[src/rtl/retreo_io_port.sv]
// retreo_io_port
// Core-side I/O port for the ReTReO processor. Host words are buffered in an
// input FIFO whose head drives In_Reg; words the core writes on Out_Reg are
// buffered in an output FIFO drained by the host. A starved core read or a
// blocked core write halts the core through Override_Stall until the access
// can complete.
//
// Optional feature: define RETREO_IO_STATS_EN to add a saturating 16-bit
// stall_count output that counts clock edges spent with Override_Stall high.
//
// Handshake semantics (both host streams): a word transfers on a rising edge
// exactly when valid and ready are both high at that edge. Valid never depends
// on ready. The input side raises host_in_ready whenever the input FIFO has a
// free slot. The output side holds host_out_valid and host_out_data steady
// until the word is taken.
//
// dbg_state exposes the FSM state (0 = RUN, 1 = STALL_IN, 2 = STALL_OUT).

module retreo_io_port #(
    parameter int DEPTH = 4,
    parameter int WIDTH = 16
) (
    input  logic             clk,
    input  logic             rst_n,
    input  logic [WIDTH-1:0] host_in_data,
    input  logic             host_in_valid,
    output logic             host_in_ready,
    output logic [WIDTH-1:0] host_out_data,
    output logic             host_out_valid,
    input  logic             host_out_ready,
    output logic [WIDTH-1:0] In_Reg,
    input  logic             In_Rd,
    input  logic [WIDTH-1:0] Out_Reg,
    input  logic             Out_Wr,
    output logic             Override_Stall,
`ifdef RETREO_IO_STATS_EN
    output logic [15:0]      stall_count,
`endif
    output logic [1:0]       dbg_state
);

    localparam int AW = $clog2(DEPTH);
    localparam int CW = AW + 1;
    localparam logic [CW-1:0] FULL_CNT = CW'(DEPTH);

    typedef enum logic [1:0] {
        ST_RUN       = 2'd0,
        ST_STALL_IN  = 2'd1,
        ST_STALL_OUT = 2'd2
    } state_t;

    state_t state;
    state_t state_next;
    logic   pend_in;
    logic   pend_in_next;
    logic   stall_q;
    logic   stall_d;

    // ------------------------------------------------------------------
    // Input FIFO storage and bookkeeping
    // ------------------------------------------------------------------
    logic [WIDTH-1:0] in_mem [DEPTH];
    logic [AW-1:0]    in_wr_ptr;
    logic [AW-1:0]    in_rd_ptr;
    logic [CW-1:0]    in_count;
    logic             in_empty;
    logic             in_full;
    logic             in_push;
    logic             in_pop;

    // ------------------------------------------------------------------
    // Output FIFO storage and bookkeeping
    // ------------------------------------------------------------------
    logic [WIDTH-1:0] out_mem [DEPTH];
    logic [AW-1:0]    out_wr_ptr;
    logic [AW-1:0]    out_rd_ptr;
    logic [CW-1:0]    out_count;
    logic             out_empty;
    logic             out_full;
    logic             out_push;
    logic             out_pop;
    logic [WIDTH-1:0] out_push_data;

    // Word the core tried to write while the output FIFO was full.
    logic [WIDTH-1:0] skid;
    logic             skid_load;

    // Event decodes shared by the FSM and the datapath.
    logic out_room;   // output FIFO can take a word at this edge
    logic in_starve;  // core read with nothing to read
    logic out_ovf;    // core write with nowhere to put it

    assign in_empty = (in_count == '0);
    assign in_full  = (in_count == FULL_CNT);
    assign out_empty = (out_count == '0);
    assign out_full  = (out_count == FULL_CNT);

    assign host_in_ready  = !in_full;
    assign in_push        = host_in_valid && !in_full;
    assign host_out_valid = !out_empty;
    assign out_pop        = !out_empty && host_out_ready;

    // A full output FIFO still has room when the host pops in the same cycle.
    assign out_room  = !out_full || out_pop;
    // No bypass: a same-cycle host push does not rescue a read of an empty FIFO.
    assign in_starve = In_Rd && in_empty;
    assign out_ovf   = Out_Wr && !out_room;

    // Head words are forced to zero when their FIFO is empty.
    assign In_Reg        = in_empty  ? '0 : in_mem[in_rd_ptr];
    assign host_out_data = out_empty ? '0 : out_mem[out_rd_ptr];

    assign Override_Stall = stall_q;
    assign dbg_state      = state;

    // ------------------------------------------------------------------
    // FSM
    // ------------------------------------------------------------------

    // State register, pending-read flag and registered stall request.
    always_ff @(posedge clk or negedge rst_n) begin
        if (!rst_n) begin
            state   <= ST_RUN;
            pend_in <= 1'b0;
            stall_q <= 1'b0;
        end else begin
            state   <= state_next;
            pend_in <= pend_in_next;
            stall_q <= stall_d;
        end
    end

    // Next-state logic: enter a stall on a blocked access, leave it as soon
    // as the blocking condition clears at the current edge.
    always_comb begin
        state_next   = state;
        pend_in_next = pend_in;
        case (state)
            ST_RUN: begin
                if (out_ovf) begin
                    // A simultaneous starved read is remembered for later.
                    state_next   = ST_STALL_OUT;
                    pend_in_next = in_starve;
                end else if (in_starve) begin
                    state_next = ST_STALL_IN;
                end
            end
            ST_STALL_IN: begin
                // Release when the FIFO holds a word after this edge; the
                // core re-issues its read on the following cycle.
                if (!in_empty || in_push) begin
                    state_next = ST_RUN;
                end
            end
            ST_STALL_OUT: begin
                if (out_room) begin
                    pend_in_next = 1'b0;
                    if (pend_in && in_empty && !in_push) begin
                        state_next = ST_STALL_IN;
                    end else begin
                        state_next = ST_RUN;
                    end
                end
            end
            default: begin
                state_next   = ST_RUN;
                pend_in_next = 1'b0;
            end
        endcase
    end

    // Output decode: FIFO enables, skid capture and the next stall request.
    // Core strobes only act in RUN since the core is halted otherwise.
    always_comb begin
        in_pop        = 1'b0;
        out_push      = 1'b0;
        out_push_data = Out_Reg;
        skid_load     = 1'b0;
        stall_d       = (state_next != ST_RUN);
        case (state)
            ST_RUN: begin
                in_pop    = In_Rd && !in_empty;
                out_push  = Out_Wr && out_room;
                skid_load = out_ovf;
            end
            ST_STALL_OUT: begin
                out_push      = out_room;
                out_push_data = skid;
            end
            default: begin
                in_pop   = 1'b0;
                out_push = 1'b0;
            end
        endcase
    end

    // ------------------------------------------------------------------
    // Datapath
    // ------------------------------------------------------------------

    // Skid register holds the blocked core write until the FIFO frees up.
    always_ff @(posedge clk or negedge rst_n) begin
        if (!rst_n) begin
            skid <= '0;
        end else if (skid_load) begin
            skid <= Out_Reg;
        end
    end

    // Input FIFO storage write; contents are don't-care while unoccupied.
    always_ff @(posedge clk) begin
        if (in_push) begin
            in_mem[in_wr_ptr] <= host_in_data;
        end
    end

    // Input FIFO pointers and occupancy; pointers wrap modulo DEPTH.
    always_ff @(posedge clk or negedge rst_n) begin
        if (!rst_n) begin
            in_wr_ptr <= '0;
            in_rd_ptr <= '0;
            in_count  <= '0;
        end else begin
            if (in_push) begin
                in_wr_ptr <= in_wr_ptr + 1'b1;
            end
            if (in_pop) begin
                in_rd_ptr <= in_rd_ptr + 1'b1;
            end
            case ({in_push, in_pop})
                2'b10:   in_count <= in_count + 1'b1;
                2'b01:   in_count <= in_count - 1'b1;
                default: in_count <= in_count;
            endcase
        end
    end

    // Output FIFO storage write; contents are don't-care while unoccupied.
    always_ff @(posedge clk) begin
        if (out_push) begin
            out_mem[out_wr_ptr] <= out_push_data;
        end
    end

    // Output FIFO pointers and occupancy; pointers wrap modulo DEPTH.
    always_ff @(posedge clk or negedge rst_n) begin
        if (!rst_n) begin
            out_wr_ptr <= '0;
            out_rd_ptr <= '0;
            out_count  <= '0;
        end else begin
            if (out_push) begin
                out_wr_ptr <= out_wr_ptr + 1'b1;
            end
            if (out_pop) begin
                out_rd_ptr <= out_rd_ptr + 1'b1;
            end
            case ({out_push, out_pop})
                2'b10:   out_count <= out_count + 1'b1;
                2'b01:   out_count <= out_count - 1'b1;
                default: out_count <= out_count;
            endcase
        end
    end

`ifdef RETREO_IO_STATS_EN
    // Saturating count of edges at which the core was being held.
    always_ff @(posedge clk or negedge rst_n) begin
        if (!rst_n) begin
            stall_count <= '0;
        end else if (stall_q && (stall_count != 16'hFFFF)) begin
            stall_count <= stall_count + 16'd1;
        end
    end
`endif

endmodule

[config.mk]
export PLATFORM = sky130hd
export DESIGN_NAME = retreo_io_port
export DESIGN_NICKNAME = d
export VERILOG_FILES = /design/src/rtl/retreo_io_port.sv
export SDC_FILE = /design/constraint.sdc
export NUM_CORES = 1
export LEC_CHECK = 0
export CAP_MARGIN = 20
export CORE_ASPECT_RATIO = 0.75
export CORE_MARGIN = 2
export CORE_UTILIZATION = 50
export DETAILED_ROUTE_END_ITERATION = 16
export PLACE_DENSITY = 0.81
export SYNTH_ARGS = -nofsm -noshare
export SYNTH_HDL_FRONTEND = slang
export SYNTH_SLANG_ARGS = --single-unit
[constraint.sdc]
create_clock -name clk -period 2.3 [get_ports clk]
set_input_delay 0.46 -clock clk [delete_from_list [all_inputs] [get_ports clk]]
set_output_delay 0.46 -clock clk [all_outputs]
set_load 0.01 [all_outputs]
==> out/results.txt <==
The flow ran to the end, but the final reports show violations. The final reports fail on setup timing. Sorting the synthesized cells by area gives the leading types as edfxtp_1, dfrtp_1, mux4_2, mux2_2, and2_1.

Counting instances in the post-synthesis netlist gives the leading cell types as edfxtp_1, dfrtp_1, mux2_2, mux4_2, and2_1. Max-cap violations in this run came to 0. Setup violations remaining at the end of the flow were counted as 2. After detailed routing, the total wire length is 13000 um. Across the VDD grid, the largest voltage drop is 756 uV. At the end of routability-driven placement, the weighted congestion stood at 0.709. For the sequential-to-total area share from yosys stat, the log shows 0.704.

Counting every net in the synthesized netlist gives 405. With fillers left out, the area of the finished cells amounts to 8720 um^2. The post-synthesis async set-or-reset flop share is 0.210, and the final setup skew is 0.0192 ns. Yosys mapped the design onto 32 distinct sky130hd cell types. In this run, synthesis produced a sequential element count of 162.

The floorplan has 36 rows. The routed design could run at a clock period as short as 2.31 ns. The number of hold-slack violations in the final timing report was 0; the global route total overflow was 0. The average wire length per cell after detail routing is 19.5 um. The first routing iteration left 236 violations.

In this run the number of H-tree levels came out at 4. The post-route clock period utilization came out at 1.01. STA classifies the critical path endpoint as an output port.

Dominant synthesized flop cell: edfxtp_1. The sum of negative setup slack was -0.0196 ns; the total I/O pin count was 75. The count of antenna diodes in the layout was 0; the port buffer count was 74. The core region is 13000 um^2.

Startpoint-to-endpoint class of the critical path: flop to output port. Relative to the synthesized area, the layout overhead comes to 30.8%. The number of antenna violations at the first check in global routing is 0.

The tools report the overall fraction of global-route tracks in use as 0.201. The final worst setup slack was -0.0130 ns; the initial core utilization was 0.512. The number of cells produced by synthesis is 355, and the total clock buffers created by CTS is 17.

The final core utilization came out at 0.670. The leading cell type by number of instances after synthesis was edfxtp_1. Via count of the first global-routing pass: 3804.

Required time of the critical path: 1.84 ns. The mean instance size in the synthesized netlist works out to 18.8 um^2. The die covers 14300 um^2. Along the worst path, the maximum fanout reaches 4. The run gives 0 as the number of hold buffers added after cts. Clock tree synthesis found a total of 162 sinks. For this run, the top clock speed supported by timing is 432 MHz.

The first global-routing pass estimated 21000 um of wire. The warning count from the yosys run is 0. The clock slew at the register clock pins of the worst setup and hold paths is 0.06 ns. The number of flops mapped to enable cells by yosys came out at 128. The maximum number of buffers from clock root to sink was 2. For the headroom to the max-slew limit, the log shows 0.688. The portion of synthesized cell area occupied by the leading cell type was 0.577; the number of filler cells placed in the layout was 822. The tools report the root buffer cell as clkbuf_16.

The power density over cell area is 1360 nW/um^2. The count of nets after finishing is 533. Setup repair after global routing could not meet its margin everywhere. The slew at the pin closest to its max-slew limit works out to 0.468 ns. The placed instances occupy a cell area of 7960 um^2. The hold slack is 0.476 ns. The tools report the kind of start point of the critical path as a flop.

The biggest area contributor in the post-synthesis netlist is edfxtp_1. The combined area of all synthesized cells is 6660 um^2. The chip width was 137 um; the HPWL after detailed placement was 8120 um. The per-cell via count in the routed design works out to 5.40. TritonCTS built the clock tree.

The tightest min-delay check is of the input pin to async pin type. For the number of iterations in the first detailed-routing pass, the log shows 4. The leakage component of the power is 3.28 nW.

The tools report the pin count of the biggest net entering global routing as 35. For the worst-skew pair, the clock arrives at the later sink with an insertion delay of 0.43 ns. Data arrives at the worst endpoint at 1.85 ns. The tools report the setup slack after placement as -0.321 ns.

The height of the chip was 104 um; the final max-slew violation count was 0. For this block, the via count after detailed routing is 3602. In the routed design, unresolved DRC markers number 0. The share of cells above drive strength 1 is 0.407. The remaining antenna violation count after routing is 0.
worst max-delay path, cell delays in order, from the launching register on:
cell	delay, ns
dfrtp_2	0.41
buf_12	0.14
buf_6	0.10
mux4_2	0.49
and2_4	0.17
buf_6	0.11
through the flow:
step / total power [mW] / cells
2_1_floorplan: 6.69 / 355
3_3_place_gp: 8.59 / 623
3_5_place_dp: 8.75 / 623
4_1_cts: 11.8 / 669
5_1_grt: 12.5 / 667
6_report: 11.8 / 667
area by class of cell:
class,count,area [um^2],area share
clock buffer,20,457,0.0524
clock inverter,12,133,0.0152
inverter,13,48.8,0.00560
multi-input combinational,165,1930,0.221
sequential,162,4700,0.539
tap,171,214,0.0245
timing repair buffer,124,1240,0.142
what timing repair did:
item                       4_1_cts  5_1_grt
gates cloned                     4        0
buffers inserted                11        1
pin swaps                       15        2
setup endpoints to repair       33       33
gates resized for setup        157       19
registers in the layout, indices dropped and copies added, names as in the netlist:
name / count
in_mem: 64
out_mem: 64
skid: 16
in_count: 3
out_count: 3
dbg_state: 2
in_rd_ptr: 2
in_wr_ptr: 2
out_rd_ptr: 2
out_wr_ptr: 2
Override_Stall: 1
pend_in: 1
power breakdown:
part           internal, mW  total [mW]  switching [mW]
Combinational          2.70        4.78            2.07
Sequential             4.02        4.30           0.281
Clock                  1.66        2.77            1.11
cells in the final DEF (no fill, tap or decap), types with 3 or more instances in the layout:
master and instances:
edfxtp_1 128, clkdlybuf4s50_1 42, mux2_2 33, buf_4 33
dfrtp_1 32, mux4_2 32, buf_6 21, clkbuf_16 17
buf_2 16, and2_1 15, inv_1 13, buf_12 10
ha_1 9, nor2b_1 8, and2_4 7, nor2b_4 7
nor2_1 6, nand2_1 6, xnor2_1 6, xor2_1 6
and3_1 4, o21ai_0 4, and2b_1 3, a21oi_1 3
clkinv_2 3, clkinv_4 3, clkinvlp_4 3
layer usage:
| layer | global-route usage | vias to the layer above | wire, um |
|---|---|---|---|
| met5 | 0 | - | 0 |
| met2 | 0.314 | 97 | 6560 |
| met4 | 0.0677 | 0 | 151 |
| met1 | 0.279 | 1877 | 5710 |
| met3 | 0.0497 | 16 | 591 |
| li1 | - | 1612 | - |
logic make-up after synthesis:
logic type / share of synthesized area
fa+ha+maj: 0.0248
xor+xnor: 0.0158
mux: 0.165
flops: 0.704
buf+inv: 0.0195
compound gates: 0.00732
simple gates: 0.0627
final timing paths:
path	from	end	slack, ns	depth (start not counted)
max	out_rd_ptr[0]	host_out_data[11]	-0.01	5
min	rst_n	skid[1]	0.48	2
max reg2reg	out_count[0]	out_count[2]	0.21	10
min reg2reg	skid[5]	skid[5]	0.50	1
max in group asynchronous	rst_n	in_rd_ptr[0]	1.46	2
min in group clk	skid[5]	skid[5]	0.50	1
No activity file was read; power rests on OpenSTA's default activity.
